File: config.mk
export PLATFORM = sky130hd
export DESIGN_NAME = div_u
export DESIGN_NICKNAME = d
export VERILOG_FILES = /design/src/rtl/alu_defs.sv /design/src/rtl/div_u_step.sv /design/src/rtl/div_u.sv
export SDC_FILE = /design/constraint.sdc
export NUM_CORES = 1
export LEC_CHECK = 0
export CAP_MARGIN = 15
export CORE_ASPECT_RATIO = 1.75
export CORE_MARGIN = 3
export CORE_UTILIZATION = 58
export CTS_CLUSTER_DIAMETER = 80
export DETAILED_ROUTE_END_ITERATION = 16
export PLACE_DENSITY = 0.93
export SLEW_MARGIN = 15
export SYNTH_ARGS = -nofsm -noshare
export SYNTH_HDL_FRONTEND = slang
export SYNTH_HIERARCHICAL = 1
export SYNTH_SLANG_ARGS = --single-unit
export TNS_END_PERCENT = 5
File: constraint.sdc
create_clock -name clk -period 4.5 [get_ports clk]
set_input_delay 0.9 -clock clk [delete_from_list [all_inputs] [get_ports clk]]
set_output_delay 0.9 -clock clk [all_outputs]
set_load 0.01 [all_outputs]
File: src/rtl/alu_defs.sv
// Shared definitions for the UART calculator ALU: operation codes, operand width
// and the packed divider result payload.
package alu_defs;

  localparam logic [3:0] DTYPE_MUL_U = 4'h1;
  localparam logic [3:0] DTYPE_DIV_U = 4'h3;

  localparam int unsigned OP_W   = 16;
  localparam int unsigned ITER_N = 16;
  localparam int unsigned CNT_W  = $clog2(ITER_N + 1);

  // Remainder occupies the upper half, quotient the lower half.
  typedef struct packed {
    logic [OP_W-1:0] rem;
    logic [OP_W-1:0] quo;
  } div_res_t;

endpackage

File: src/rtl/div_u_step.sv
// One restoring shift-subtract iteration: shifts the next dividend bit into the
// partial remainder and emits one quotient bit.
module div_u_step
  import alu_defs::*;
(
  input  logic [OP_W-1:0] r,
  input  logic [OP_W-1:0] q,
  input  logic [OP_W-1:0] d,
  output logic [OP_W-1:0] r_next,
  output logic [OP_W-1:0] q_next
);

  logic [OP_W:0] t;

  always_comb begin
    t = {r, q[OP_W-1]} - {1'b0, d};
    if (!t[OP_W]) begin
      r_next = t[OP_W-1:0];
      q_next = {q[OP_W-2:0], 1'b1};
    end else begin
      r_next = {r[OP_W-2:0], q[OP_W-1]};
      q_next = {q[OP_W-2:0], 1'b0};
    end
  end

endmodule

File: src/rtl/div_u.sv
// Unsigned 16/16 sequential restoring divider, one quotient bit per clock.
// Optional macro DIV_U_ZERO_EARLY_EN short-circuits divide-by-zero straight to FIN.
module div_u
  import alu_defs::*;
(
  input  logic              clk,
  input  logic              n_rst,
  input  logic              start,
  input  logic [3:0]        dtype,
  input  logic [OP_W-1:0]   dividend,
  input  logic [OP_W-1:0]   divisor,
  output logic [2*OP_W-1:0] result,
  output logic              done,
  output logic              div_zero
);

  typedef enum logic [1:0] {
    S_IDLE,
    S_CALC,
    S_FIN
  } state_t;

  state_t           state, state_n;
  logic [OP_W-1:0]  r, r_n;
  logic [OP_W-1:0]  q, q_n;
  logic [OP_W-1:0]  d, d_n;
  logic [CNT_W-1:0] count, count_n;
  div_res_t         res, res_n;
  logic             done_n;
  logic             div_zero_n;
  logic [OP_W-1:0]  r_step;
  logic [OP_W-1:0]  q_step;

  div_u_step u_step (
    .r      (r),
    .q      (q),
    .d      (d),
    .r_next (r_step),
    .q_next (q_step)
  );

  always_ff @(posedge clk or negedge n_rst) begin
    if (!n_rst) begin
      state    <= S_IDLE;
      r        <= '0;
      q        <= '0;
      d        <= '0;
      count    <= '0;
      res      <= '0;
      done     <= 1'b0;
      div_zero <= 1'b0;
    end else begin
      state    <= state_n;
      r        <= r_n;
      q        <= q_n;
      d        <= d_n;
      count    <= count_n;
      res      <= res_n;
      done     <= done_n;
      div_zero <= div_zero_n;
    end
  end

  // Next-state and datapath; done defaults low so it pulses for one cycle.
  always_comb begin
    state_n    = state;
    r_n        = r;
    q_n        = q;
    d_n        = d;
    count_n    = count;
    res_n      = res;
    done_n     = 1'b0;
    div_zero_n = div_zero;

    case (state)
      S_IDLE: begin
        if (start && (dtype == DTYPE_DIV_U)) begin
          r_n     = '0;
          q_n     = dividend;
          d_n     = divisor;
          count_n = CNT_W'(ITER_N);
          state_n = S_CALC;
`ifdef DIV_U_ZERO_EARLY_EN
          // Preload the natural divide-by-zero answer and skip the iterations.
          if (divisor == '0) begin
            r_n     = dividend;
            q_n     = '1;
            count_n = '0;
            state_n = S_FIN;
          end
`else
`endif
        end
      end

      S_CALC: begin
        r_n     = r_step;
        q_n     = q_step;
        count_n = count - CNT_W'(1);
        if (count == CNT_W'(1)) begin
          state_n = S_FIN;
        end
      end

      S_FIN: begin
        res_n      = '{rem: r, quo: q};
        done_n     = 1'b1;
        div_zero_n = (d == '0);
        state_n    = S_IDLE;
      end

      default: begin
        state_n = S_IDLE;
      end
    endcase
  end

  assign result = res;

endmodule

==> flow_metrics.py <==
metrics = {
    "setup_path": {
        "critical_path_arrival_ps": 3660,
        "critPathLaunchType": "flip-flop",
        "path_max_fanout": 12,
        "crit_type": "reg2reg",
        "required_ps": 4690,
        "crit_path_end_kind": "flip-flop",
    },
    "routing": {
        "wl_per_cell_um": 18.1,
        "drt_iter0_drc": 205,
        "viasPerCell": 6.15,
        "detail-route-antenna-nets": 0,
        "via_count": 3663,
        "drt_pre_antenna_iters": 5,
        "wl_um": 10800,
        "drt_drc_violations_left": 0,
    },
    "sta": {
        "worst_pin_slew_ps": 1040,
        "report.final.hold_viol_count": 0,
        "fin_ws_ps": 1030,
        "rsz0062_at_grt": "false",
        "whs_ps": 507,
        "max_freq_mhz": 288,
        "fin_tns_setup_ps": 0,
        "fin_skew_ps": 6.85,
        "relSlewSlack_pct": 30.7,
        "slew_viol_final": 0,
        "finalSetupViolations": 0,
        "finalCriticalPeriod_ps": 3470,
        "min_period_over_period_pct": 77.1,
    },
    "synthesis": {
        "syn_avg_cell_area_um2": 10.7,
        "ys_warn_count": 6,
        "synthCells": 453,
        "synth_ff_type": "dfrtp_1",
        "ys_ff_latch": 89,
        "synth-seq-area-share_pct": 46.0,
        "yosys.area.top_type": "dfrtp_1",
        "yosys-top-cells-area": "dfrtp_1, mux2_2, ha_1",
        "synth_area_um2": 4850,
        "synth_top_cell_area_share_pct": 46.0,
        "synth_cell_types": 53,
        "synth_edf_count": 0,
        "syn_nets": 511,
        "synth-async-reset-ratio_pct": 100,
    },
    "run": {
        "drv_cap": 0,
    },
    "grt": {
        "antenna_found_initial": 0,
        "grt_max_degree": 49,
        "grt_usage_pct": 24.2,
        "grt_pass1_wl_um": 17700,
        "grt_pass1_vias": 3823,
        "overflow": 0,
    },
    "power": {
        "p_seq_share_pct": 30.2,
        "power.net_switching_mw": 1.71,
        "p_sw_share_pct": 38.9,
        "irDropWorstVdd_uv": 374,
        "intPower_mw": 2.68,
        "leakage_nw": 2.54,
        "clock_power_share_pct": 15.6,
        "p_comb_share_pct": 54.2,
        "power.density_nw_per_um2": 761,
    },
    "placed_design": {
        "hpwlAfterDp_um": 7670,
        "io_buffers": 72,
        "dp_slack_ps": 1120,
        "gp_congestion": 0.925,
        "dpl.cell_count": 582,
    },
    "finish": {
        "multi_input_area_um2": 2310,
        "n_antenna_cell": 0,
        "layout-drive-gt1-share_pct": 15.6,
        "fin_nets": 561,
        "syn2layout_area_growth_pct": 19.1,
        "n_fill_cell": 553,
        "ff_latch_area_um2": 2230,
        "fin_cells": 596,
    },
    "clocking": {
        "clk_latency_ps": 340,
        "cts_setup_buffers": 0,
        "root_buffer": "clkbuf_16",
        "cts_tree": "done",
        "clockBufferDepth": 2,
        "h-tree-depth": 3,
        "path_clk_slew_ps": 60,
        "hold_buffers": 0,
        "post_cts_resized": 0,
        "cts_sinks": 89,
        "cts_buffers": 9,
    },
    "worst_hold_path": {
        "min_path_type": "reg2reg",
    },
    "die": {
        "core-area_um2": 8020,
        "design.die.area_um2": 9530,
        "initial_core_util_pct": 60.4,
        "rows": 43,
        "io_pins": 73,
        "fp.dieW_um": 75.1,
        "die_h_um": 127,
    },
    "status": {
        "status": "finished, final reports clean",
    },
}
## final cells by class
cell class                 count  area share, %
clock inverter                 3          0.304
tap                           90           1.95
multi-input combinational    302           40.0
timing repair buffer          78           13.2
inverter                      23           1.50
clock buffer                  11           4.38
sequential                    89           38.6
## power by group through the flow
stage / Clock (mW) / Combinational, mW / Sequential [mW]
3_5_place_dp: 0 / 2.33 / 1.33
5_1_grt: 0.720 / 2.60 / 1.36
4_1_cts: 0.694 / 2.36 / 1.33
2_1_floorplan: 0 / 1.84 / 1.29
6_report: 0.683 / 2.38 / 1.33
3_3_place_gp: 0 / 2.24 / 1.31
## final timing paths
| kind | slack [ps] | to | start | cells past startpoint |
|---|---|---|---|---|
| max | 1030 | r[6] | q[15] | 13 |
| max reg2reg | 1030 | r[6] | q[15] | 13 |
| min reg2reg | 510 | result[28] | result[28] | 1 |
| min in group asynchronous | 560 | result[6] | n_rst | 1 |
| min | 510 | result[28] | result[28] | 1 |
| max in group asynchronous | 2980 | r[5] | n_rst | 2 |
## synthesized netlist by cell type (2+ instances only)
library cell  instances
nor4_1                4
o21bai_1              2
nor2_1               25
a21o_1                3
xnor2_1               9
mux2_4                7
and2_1                2
nand4_1               5
mux2i_1               3
dfrtp_1              89
buf_4                15
nand2b_1              4
nand3_1               5
ha_1                 18
a21oi_1               9
nand2_1              39
nor2b_1               5
o211a_1               2
buf_6                 2
mux2_1               12
xor2_1                6
a211oi_1              3
o22ai_1               3
a31oi_1              16
nand4b_1             12
mux2_2               43
buf_2                 8
clkbuf_1             13
inv_1                23
o21a_1                2
o21ai_0              42
## kinds of logic after synthesis
group	after synthesis	share of synthesized area [%]
mux	65	15.6
flops	89	46.0
xor+xnor	16	3.05
buf+inv	62	6.71
compound gates	91	11.4
simple gates	111	12.2
fa+ha+maj	19	5.06
## through the flow
stage          total power [mW]  instance area [µm²]  utilization (%)
2_1_floorplan              3.13                 4850                -
3_3_place_gp               3.55                 5500             68.6
3_5_place_dp               3.67                 5500             68.6
4_1_cts                    4.38                 5770             71.9
5_1_grt                    4.68                 5770             72.0
6_report                   4.39                 5770             72.0
## routing by layer
layer / wire (µm) / global-route usage (%)
met4: 322 / 9.64
met1: 4070 / 26.3
met5: 0 / 0
met3: 498 / 5.79
met2: 5920 / 43.5
## state kept, by name, summed over array words and instances, names as in the netlist
name / count
done: 1
result: 32
div_zero: 1
q: 16
r: 16
d: 16
count: 5
state: 2
## cells in the final DEF (no fill, tap or decap), types with 12 or more instances in the layout
cell | synthesis | layout
mux2_2 | 43 | 43
clkdlybuf4s50_1 | 0 | 71
mux2_1 | 12 | 12
nor2_1 | 25 | 25
inv_1 | 23 | 23
dfrtp_1 | 89 | 89
o21ai_0 | 42 | 42
nand2_1 | 39 | 39
a31oi_1 | 16 | 16
ha_1 | 18 | 18
nand4b_1 | 12 | 12
## critical path, cell delays in order, from the launching register on
cell,delay [ps]
dfrtp_1,400
inv_1,90
ha_1,200
fa_1,230
nor2b_1,70
o31a_1,250
o41a_1,420
and4_4,230
a311oi_2,330
xnor2_2,250
buf_4,320
mux2_2,360
nand2_1,70
o21ai_0,90
(Power assumes the default switching activity.)
